**src/rtl/program_loader_if.sv**
```systemverilog
//==============================================================================
// program_loader_if: byte-stream, program-memory and status bundle of program_loader. Rev 1.0
//==============================================================================
`timescale 1ns/1ps
`default_nettype none

interface program_loader_if;
  logic        start_i;
  logic [15:0] length_i;
  logic        byte_valid_i;
  logic [7:0]  byte_data_i;
  logic        byte_ready_o;
  logic        mem_write_o;
  logic [31:0] mem_address_o;
  logic [31:0] mem_data_o;
  logic        cpu_reset_o;
  logic        busy_o;
  logic        done_o;
  logic        error_o;

  modport master (
    output start_i, length_i, byte_valid_i, byte_data_i,
    input  byte_ready_o, mem_write_o, mem_address_o, mem_data_o,
           cpu_reset_o, busy_o, done_o, error_o
  );

  modport slave (
    input  start_i, length_i, byte_valid_i, byte_data_i,
    output byte_ready_o, mem_write_o, mem_address_o, mem_data_o,
           cpu_reset_o, busy_o, done_o, error_o
  );
endinterface

`default_nettype wire

```
**src/rtl/program_loader.sv**
```systemverilog
//==============================================================================
// program_loader: assembles big-endian words from a byte stream into program memory, holding the CPU in reset.
// Optional trailer checksum byte via PROGRAM_LOADER_CHECKSUM_EN. Rev 1.0
//==============================================================================
`timescale 1ns/1ps
`default_nettype none

module program_loader #(
  parameter int          MEMORY_DEPTH = 32,
  parameter logic [31:0] BASE_ADDRESS = 32'h0040_0000
) (
  input  wire logic       clk,
  input  wire logic       reset,
  program_loader_if.slave bus
);

  localparam logic [2:0] c_IDLE  = 3'd0;
  localparam logic [2:0] c_RECV  = 3'd1;
  localparam logic [2:0] c_WRITE = 3'd2;
  localparam logic [2:0] c_DONE  = 3'd3;
  localparam logic [2:0] c_ERROR = 3'd4;
`ifdef PROGRAM_LOADER_CHECKSUM_EN
  localparam logic [2:0] c_CHECK = 3'd5;
`endif
  localparam logic [16:0] c_DEPTH = 17'(MEMORY_DEPTH);

  logic [2:0]  r_state;
  logic [2:0]  w_next;
  logic [15:0] r_length;
  logic [15:0] r_word_cnt;
  logic [1:0]  r_byte_cnt;
  logic [31:0] r_asm;
  logic [31:0] w_asm_next;
  logic [31:0] r_mem_addr;
  logic [31:0] r_mem_data;
  logic        r_byte_ready, r_mem_write, r_cpu_reset, r_busy, r_done, r_error;
  logic        w_byte_ready, w_mem_write, w_cpu_reset, w_busy, w_done, w_error;
  logic        w_len_bad;
  logic        w_take_start;
  logic        w_accept;
  logic        w_last_word;
`ifdef PROGRAM_LOADER_CHECKSUM_EN
  logic [7:0]  r_sum;
`endif

  assign w_len_bad    = (bus.length_i == 16'd0) || ({1'b0, bus.length_i} > c_DEPTH);
  assign w_take_start = bus.start_i &&
                        ((r_state == c_IDLE) || (r_state == c_DONE) || (r_state == c_ERROR));
  assign w_accept     = bus.byte_valid_i && (r_state == c_RECV);
  assign w_last_word  = ((r_word_cnt + 16'd1) == r_length);

  // Byte n of a word lands in bits [31-8n -: 8]
  always_comb begin
    w_asm_next = r_asm;
    case (r_byte_cnt)
      2'd0:    w_asm_next[31:24] = bus.byte_data_i;
      2'd1:    w_asm_next[23:16] = bus.byte_data_i;
      2'd2:    w_asm_next[15:8]  = bus.byte_data_i;
      default: w_asm_next[7:0]   = bus.byte_data_i;
    endcase
  end

  always_ff @(posedge clk or negedge reset) begin
    if (!reset) begin
      r_state      <= c_IDLE;
      r_byte_ready <= 1'b0;
      r_mem_write  <= 1'b0;
      r_cpu_reset  <= 1'b0;
      r_busy       <= 1'b0;
      r_done       <= 1'b0;
      r_error      <= 1'b0;
    end else begin
      r_state      <= w_next;
      r_byte_ready <= w_byte_ready;
      r_mem_write  <= w_mem_write;
      r_cpu_reset  <= w_cpu_reset;
      r_busy       <= w_busy;
      r_done       <= w_done;
      r_error      <= w_error;
    end
  end

  always_comb begin
    w_next = r_state;
    case (r_state)
      c_IDLE, c_DONE, c_ERROR: begin
        if (bus.start_i) w_next = w_len_bad ? c_ERROR : c_RECV;
      end
      c_RECV: begin
        if (w_accept && (r_byte_cnt == 2'd3)) w_next = c_WRITE;
      end
      c_WRITE: begin
`ifdef PROGRAM_LOADER_CHECKSUM_EN
        w_next = w_last_word ? c_CHECK : c_RECV;
`else
        w_next = w_last_word ? c_DONE : c_RECV;
`endif
      end
`ifdef PROGRAM_LOADER_CHECKSUM_EN
      c_CHECK: begin
        if (bus.byte_valid_i) w_next = (bus.byte_data_i == r_sum) ? c_DONE : c_ERROR;
      end
`endif
      default: w_next = c_IDLE;
    endcase
  end

  // Outputs are decoded from the next state so they are registered yet aligned with it
  always_comb begin
`ifdef PROGRAM_LOADER_CHECKSUM_EN
    w_byte_ready = (w_next == c_RECV) || (w_next == c_CHECK);
    w_busy       = (w_next == c_RECV) || (w_next == c_WRITE) || (w_next == c_CHECK);
`else
    w_byte_ready = (w_next == c_RECV);
    w_busy       = (w_next == c_RECV) || (w_next == c_WRITE);
`endif
    w_mem_write  = (w_next == c_WRITE);
    w_cpu_reset  = (w_next == c_DONE);
    w_done       = (w_next == c_DONE);
    w_error      = (w_next == c_ERROR);
  end

  always_ff @(posedge clk or negedge reset) begin
    if (!reset) begin
      r_length   <= 16'd0;
      r_word_cnt <= 16'd0;
      r_byte_cnt <= 2'd0;
      r_asm      <= 32'd0;
      r_mem_addr <= BASE_ADDRESS;
      r_mem_data <= 32'd0;
`ifdef PROGRAM_LOADER_CHECKSUM_EN
      r_sum      <= 8'd0;
`endif
    end else begin
      if (w_take_start) begin
        r_length   <= bus.length_i;
        r_word_cnt <= 16'd0;
        r_byte_cnt <= 2'd0;
        r_asm      <= 32'd0;
`ifdef PROGRAM_LOADER_CHECKSUM_EN
        r_sum      <= 8'd0;
`endif
      end else if (w_accept) begin
        r_asm      <= w_asm_next;
        r_byte_cnt <= r_byte_cnt + 2'd1;
`ifdef PROGRAM_LOADER_CHECKSUM_EN
        r_sum      <= r_sum + bus.byte_data_i;
`endif
      end else if (r_state == c_WRITE) begin
        r_word_cnt <= r_word_cnt + 16'd1;
      end
      if ((r_state == c_RECV) && (w_next == c_WRITE)) begin
        r_mem_addr <= BASE_ADDRESS + {14'd0, r_word_cnt, 2'b00};
        r_mem_data <= w_asm_next;
      end
    end
  end

  assign bus.byte_ready_o  = r_byte_ready;
  assign bus.mem_write_o   = r_mem_write;
  assign bus.mem_address_o = r_mem_addr;
  assign bus.mem_data_o    = r_mem_data;
  assign bus.cpu_reset_o   = r_cpu_reset;
  assign bus.busy_o        = r_busy;
  assign bus.done_o        = r_done;
  assign bus.error_o       = r_error;

endmodule

`default_nettype wire

```
**src/flat_wrapper.sv**
```systemverilog
// flat-port wrapper written by rule: the top's interface ports become plain ports
module program_loader_flat 
#(
  parameter int          MEMORY_DEPTH = 32,
  parameter logic [31:0] BASE_ADDRESS = 32'h0040_0000
)
  (clk, reset, bus_start_i, bus_length_i, bus_byte_valid_i, bus_byte_data_i, bus_byte_ready_o, bus_mem_write_o, bus_mem_address_o, bus_mem_data_o, bus_cpu_reset_o, bus_busy_o, bus_done_o, bus_error_o);
  program_loader_if bus_i ();
  input  wire logic clk;
  input  wire logic reset;
  input wire logic [$bits(bus_i.start_i)-1:0] bus_start_i;
  input wire logic [$bits(bus_i.length_i)-1:0] bus_length_i;
  input wire logic [$bits(bus_i.byte_valid_i)-1:0] bus_byte_valid_i;
  input wire logic [$bits(bus_i.byte_data_i)-1:0] bus_byte_data_i;
  output wire logic [$bits(bus_i.byte_ready_o)-1:0] bus_byte_ready_o;
  output wire logic [$bits(bus_i.mem_write_o)-1:0] bus_mem_write_o;
  output wire logic [$bits(bus_i.mem_address_o)-1:0] bus_mem_address_o;
  output wire logic [$bits(bus_i.mem_data_o)-1:0] bus_mem_data_o;
  output wire logic [$bits(bus_i.cpu_reset_o)-1:0] bus_cpu_reset_o;
  output wire logic [$bits(bus_i.busy_o)-1:0] bus_busy_o;
  output wire logic [$bits(bus_i.done_o)-1:0] bus_done_o;
  output wire logic [$bits(bus_i.error_o)-1:0] bus_error_o;
  assign bus_i.start_i = bus_start_i;
  assign bus_i.length_i = bus_length_i;
  assign bus_i.byte_valid_i = bus_byte_valid_i;
  assign bus_i.byte_data_i = bus_byte_data_i;
  assign bus_byte_ready_o = bus_i.byte_ready_o;
  assign bus_mem_write_o = bus_i.mem_write_o;
  assign bus_mem_address_o = bus_i.mem_address_o;
  assign bus_mem_data_o = bus_i.mem_data_o;
  assign bus_cpu_reset_o = bus_i.cpu_reset_o;
  assign bus_busy_o = bus_i.busy_o;
  assign bus_done_o = bus_i.done_o;
  assign bus_error_o = bus_i.error_o;
  program_loader #(.MEMORY_DEPTH(MEMORY_DEPTH), .BASE_ADDRESS(BASE_ADDRESS)) u_core (.clk(clk), .reset(reset), .bus(bus_i));
endmodule
```
**config.mk**
```make
export PLATFORM = sky130hd
export DESIGN_NAME = program_loader_flat
export DESIGN_NICKNAME = d
export VERILOG_FILES = /design/src/rtl/program_loader_if.sv /design/src/rtl/program_loader.sv /design/src/flat_wrapper.sv
export SDC_FILE = /design/constraint.sdc
export NUM_CORES = 1
export LEC_CHECK = 0
export CORE_UTILIZATION = 53
export CTS_CLUSTER_DIAMETER = 80
export DETAILED_ROUTE_END_ITERATION = 16
export PLACE_DENSITY = 0.89
export SYNTH_ARGS = -nofsm -noshare
export SYNTH_HDL_FRONTEND = slang
export SYNTH_SLANG_ARGS = --single-unit
```
**constraint.sdc**
```tcl
create_clock -name clk -period 2.6 [get_ports clk]
set_input_delay 0.52 -clock clk [delete_from_list [all_inputs] [get_ports clk]]
set_output_delay 0.52 -clock clk [all_outputs]
set_load 0.05 [all_outputs]
```
======== Word-level counts from Yosys, hierarchy flattened ========
Index checks and enable logic that the tools add are counted.
storage, ports and cells
  register bits ........................... 138
  word-level logic and storage cells ...... 61
  input port bits ......................... 28
  output and inout bits ................... 70
operators by class
  order comparisons ....................... 1
  reduce and logical (&&, ||, !) cells .... 16
  equality and inequality tests ........... 13
  add/sub/neg operators ................... 3
  multiplexer cells ....................... 16
operators by type and width
  kind                                                                   count
  32-bit two-way mux                                                     2
  16-bit two-way mux                                                     3
  8-bit two-way mux                                                      4
  23-bit by 18-bit adder with 24-bit output, first input constant        1
  16-bit by 1-bit adder with 16-bit output, second input constant        1
  16-bit == test                                                         1
  16-bit by 6-bit > comparator with 1-bit output, second input constant  1
  16-bit zero test                                                       1
  3-bit by 2-bit == test with 1-bit output, second input constant        4
  3-bit two-way mux                                                      3
  3-bit case mux with 3 select lines                                     1
  3-bit by 1-bit == test with 1-bit output, second input constant        2
  3-bit == test, second input constant                                   2
  2-bit two-way mux                                                      3
  3-bit OR reduction                                                     2
  2-bit == test, second input constant                                   2
  1-bit logical AND                                                      4
  1-bit logical OR                                                       4
  2-bit nonzero test                                                     2
  3-bit zero test                                                        1
  2-bit by 1-bit adder with 2-bit output, second input constant          1
  2-bit by 1-bit == test with 1-bit output, second input constant        1
  2-bit zero test                                                        1
  2-bit by 1-bit != test with 1-bit output, second input constant        1
  2-bit AND reduction                                                    1

======== Longest topological paths before layout ========
  depth in word-level cells ............... 7
  gate-level depth with buffers ........... 9
  mapped depth without buffers ............ 7

======== Worst setup path after synthesis ========
No wires, ideal clock.
  path type ............................... reg-to-reg
  from .................................... register u_core.r_word_cnt[0]
  to ...................................... register u_core.r_byte_ready, in the netlist u_core.bus.byte_ready_o
  stages on the path, launching flop included .. 9
  buffers on the path ..................... 1
  required time ........................... 2480 ps
  setup time .............................. 120 ps
  path slack .............................. 413 ps
  arrival ................................. 2067 ps
  period minus slack after synthesis ...... 2187 ps
  path through ............................ dfrtp_1 > ha_1 > and4_1 > buf_2 > and4_1 > a2111o_1 > a2111oi_2 > nand4_1 > and3_1
between the ends
  longest elaborated chain between the ends .. 5
ends and longest elaborated chain
  element                                   RTL line               RTL
  start: declaration                        program_loader.sv:30   logic [15:0] r_word_cnt;
  start signal: assignment                  program_loader.sv:150  r_word_cnt <= r_word_cnt + 16'd1;
  16-bit by 1-bit adder with 16-bit output  program_loader.sv:50   assign w_last_word = ((r_word_cnt + 16'd1) == r_length);
  16-bit == test                            program_loader.sv:50
  2-bit two-way mux                         program_loader.sv:96   w_next = w_last_word ? c_DONE : c_RECV;
  3-bit case mux with 3 select lines        program_loader.sv:85   case (r_state)
  3-bit by 1-bit == test with 1-bit output  program_loader.sv:114  w_byte_ready = (w_next == c_RECV);
  net u_core.w_byte_ready                   program_loader.sv:37   logic w_byte_ready, w_mem_write, w_cpu_reset, w_busy, w_done, w_error;
  end signal: assignment                    program_loader.sv:74   r_byte_ready <= w_byte_ready;
  end: declaration                          program_loader.sv:36   logic r_byte_ready, r_mem_write, r_cpu_reset, r_busy, r_done, r_error;
The timed path passes the listed nets, and every way through them passes these cells.
A chain may end at the register's enable or synchronous reset.

======== Worst setup path in the final report ========
  from .................................... register u_core.r_word_cnt[1]
  to ...................................... register u_core.r_byte_ready, in the netlist u_core.bus.byte_ready_o
Same word-level chain as after synthesis.

==> metrics.md <==
| Metric | Value |
|---|---|
| Outcome | completed |
| P_sw | around 1.3 mW |
| Req. time, crit path | about 3 ns |
| Max-slew violations | 0 |
| Routed wire length | 14.5 mm |
| Global-route wire length before repair | 23.4 mm |
| PortBufs | a little over 80 |
| TritonRoute pass-1 iters | 5 |
| Antenna diode count | 0 |
| Met3 Use GR | 7.54% |
| Hold_ws | between 0.02 and 0.025 ns |
| Min Tclk post-route | 2.41 ns |
| Netlist cell types | 54 |
| Die H | 107 µm |
| Commonest non-fill, non-tap cell in the layout | nand2_1 |
| Yosys reg bits | between 100 and 150 |
| HP Class | in2async |
| Internal | roughly 3.4 mW |
| Clock Root Buffer | clkbuf_8 |
| Max Cap Violations | 0 |
| Synth Warn # | 0 |
| Post-CTS setup buffer count | 0 |
| Post-Layout Cell Count | 814 |
| CP Max Fanout | 7 |
| Share of the synthesized area in the top cell type | 52.6% |
| Total power draw | 4.66 mW |
| Power per cell area | about 640 nW/µm² |
| Final setup viols | 0 |
| Vias after detailed routing | ~4.8k |
| Primary FF master, synth | dfrtp_1 |
| Unrepaired setup endpoints after global routing | false |
| Ys async rst share | between 90% and 100% |
| Final GP Congestion | between 0.9 and 1 |
| Cell count after synthesis | roughly 600 |
| Met1 Use GR | between 30% and 40% |
| Cell area after synthesis | ~5800 µm² |
| EDFF count, synth | 0 |
| DP Wirelength | 9.37 mm |
| Die Wd | 107 µm |
| CP max stage delay | 0.51 ns |
| WS Path Type | reg2reg |
| WL per Instance | about 18 µm |
| Post-route clock period utilization | between 90% and 100% |
| Leading area contributor after synthesis | dfrtp_1 |
| DRC viols | 0 |
| Reg-to-Reg Start | u_core.r_word_cnt[1] |
| Via density | 5.86 |
| Seq/Total Area, Yosys | between 50 and 60% |
| Switching part of the total | 27.1% |
| Reg2reg path depth | 7 |
| Startpoint types | flip-flop |
| FF-to-FF setup slack | roughly 0.19 ns |
| Layout cells sized above 1 | about 8.6% |
| Num rows | 37 |
| Worst R2R End | u_core.bus.byte_ready_o |
| 1st-iter DRT viols | between 200 and 300 |
| Routed Antenna Nets | 0 |
| Initial antenna violation count | 0 |
| Largest net degree at the start of global routing | 92 |
| TritonCTS Buffers | 17 |
| WP data arrival | between 2 and 3 ns |
| Worst-path clk slew | 0.07 ns |
| Combinational power share | ~8% |
| Cell Chain, Critical Path | ha_4 > and3_1 > xnor3_1 > a2111o_1 > a211oi_1 > nand4_1 > and3_1 |
| Placed Cells | a little under 800 |
| Leakage Power | roughly 3.4 nW |
| Most Crowded Layer GR | met2 |
| Most frequent cells in the layout | 149 x nand2_1, 122 x dfrtp_1, 80 x clkdlybuf4s50_1 |
| Vias in the first global route | roughly 4.7k |
| Grt ovf | 0 |
| Io pins | ~100 |
| Area of the die | approximately 11,000 µm² |
| Nets | roughly 700 |
| Initial core utilization | between 50% and 60% |
| Core area | 10,500 µm² |
| Crit path capture type | flip-flop |
| Clock tree buffer depth | 2 |
| Most frequent CP cell | and3_1 |
| # clock sinks | ~120 |
| Met2 Use GR | between 40% and 50% |
| Avg Cell Area, Syn | between 9 and 10 µm² |
| Largest cells by area after synthesis | dfrtp_1 53%, nand2_1 9.7%, mux2i_1 5.7% |
| Final hold vios | 0 |
| Slowest CP cell | dfrtp_1 |
| Clk Latency, worst-skew pair | approximately 0.53 ns |
| Reg power frac | 42.3% |
| Worst slew pin tran | slightly above 0.6 ns |
| Total global-route track usage | between 20% and 30% |
| H-tree levels | 4 |
| Slew margin rel. | between 50% and 60% |
| Clk pwr share | between 40% and 50% |
| Setup Skew | approximately 0.01 ns |
| Layout area overhead | 25.0% |
| Fmax achieved | 415 MHz |
| Max IR drop VDD | roughly 0.42 mV |
| CTS tree | built |
## synth_stat cells, types with 3 or more instances
cell      instances
buf_2            10
xnor2_1           9
nand3_1          10
a22o_1           32
inv_1             3
and2_1            4
nor2b_1           4
dfrtp_1         122
and3_1            9
nor2_1           17
nand4_1           7
a31oi_1           3
o21a_1            4
and4_1            3
o41ai_1           3
o21ai_0          59
buf_1            12
o31ai_1           3
a21oi_1           4
buf_4            18
nand2_1         150
ha_1              6
or3_1             3
nor3_1            6
clkbuf_1         18
mux2i_1          33
nor4_1            3
xor2_1            8
## metal layers
metal	wire length [µm]	part of all wire, %	vias to the layer above
li1	-	-	2177
met1	5700	39	2323
met2	7320	51	228
met3	1060	7.3	41
met4	382	2.6	0
met5	0	0	-
## state kept, by name, indices dropped and copies added (netlist names)
signal / flops
u_core.r_length: 16
u_core.r_byte_cnt: 2
u_core.bus.byte_ready_o: 1
u_core.r_word_cnt: 16
u_core.r_state: 3
u_core.bus.mem_address_o: 16
u_core.bus.busy_o: 1
u_core.bus.mem_data_o: 32
u_core.bus.mem_write_o: 1
u_core.bus.error_o: 1
u_core.bus.cpu_reset_o: 1
u_core.r_asm: 32
## power by group through the flow
stage,logic [mW],registers [mW],clock network [mW]
5_1_grt,0.411,1.98,2.42
2_1_floorplan,0.180,2.06,0
3_3_place_gp,0.367,2.01,0
6_report,0.382,1.97,2.31
3_5_place_dp,0.377,2.01,0
4_1_cts,0.382,1.97,2.33
## cell families (layout without fill, tap and decap cells)
group	Yosys count	in the layout	share of synthesized area, %
other cells	2	16	0.129
buf+inv	65	134	5.73
simple gates	225	225	17.2
mux	33	33	5.69
xor+xnor	18	18	2.95
flops	122	122	52.6
fa+ha+maj	6	6	1.29
compound gates	124	124	14.4
## worst max-delay path by stage
stage	start	end	slack, ns	cells after the start
after floorplan	u_core.r_word_cnt[0]	u_core.bus.byte_ready_o	0.41	8
after global placement	bus_length_i[0]	u_core.bus.cpu_reset_o	0.01	6
after detailed placement	bus_length_i[0]	u_core.bus.cpu_reset_o	-0.02	6
after CTS	u_core.r_word_cnt[1]	u_core.bus.byte_ready_o	0.06	7
after global routing	u_core.r_word_cnt[2]	u_core.bus.byte_ready_o	0.005	6
final	u_core.r_word_cnt[1]	u_core.bus.byte_ready_o	0.19	7
## metrics by stage
stage               util (%)  setup TNS (ns)  setup slack (ns)  area, µm²
finish                  69.4               0             0.193       7260
floorplan                  -               0             0.413       5860
global route            69.4               0           0.00509       7260
detailed placement      63.8         -0.0217           -0.0217       6670
global placement        63.8               0            0.0108       6670
CTS                     69.3               0            0.0638       7250
## final cells by class
type	count	area [µm²]
repair buffers	97	953
clock inverters	14	148
flip-flops and latches	122	3050
inverters	5	18.8
fillers	717	3200
multi-input cells	422	2490
well taps	136	170
clock buffers	18	428
## worst max-delay path, delay by kind of cell, from the launching register on
family                   cells  cell delay, ns
AO/OA/AOI/OAI                2            0.59
flip-flops                   1            0.51
AND/OR/NAND/NOR              3            0.73
XOR/XNOR                     1            0.23
adder cells (fa/ha/maj)      1            0.22
## timing repair
item,CTS,global route
setup endpoints to repair,0,3
resized for setup,0,3
hold endpoints to repair,0,0
hold buffers,0,0
Power figures use the tool's default switching activity.
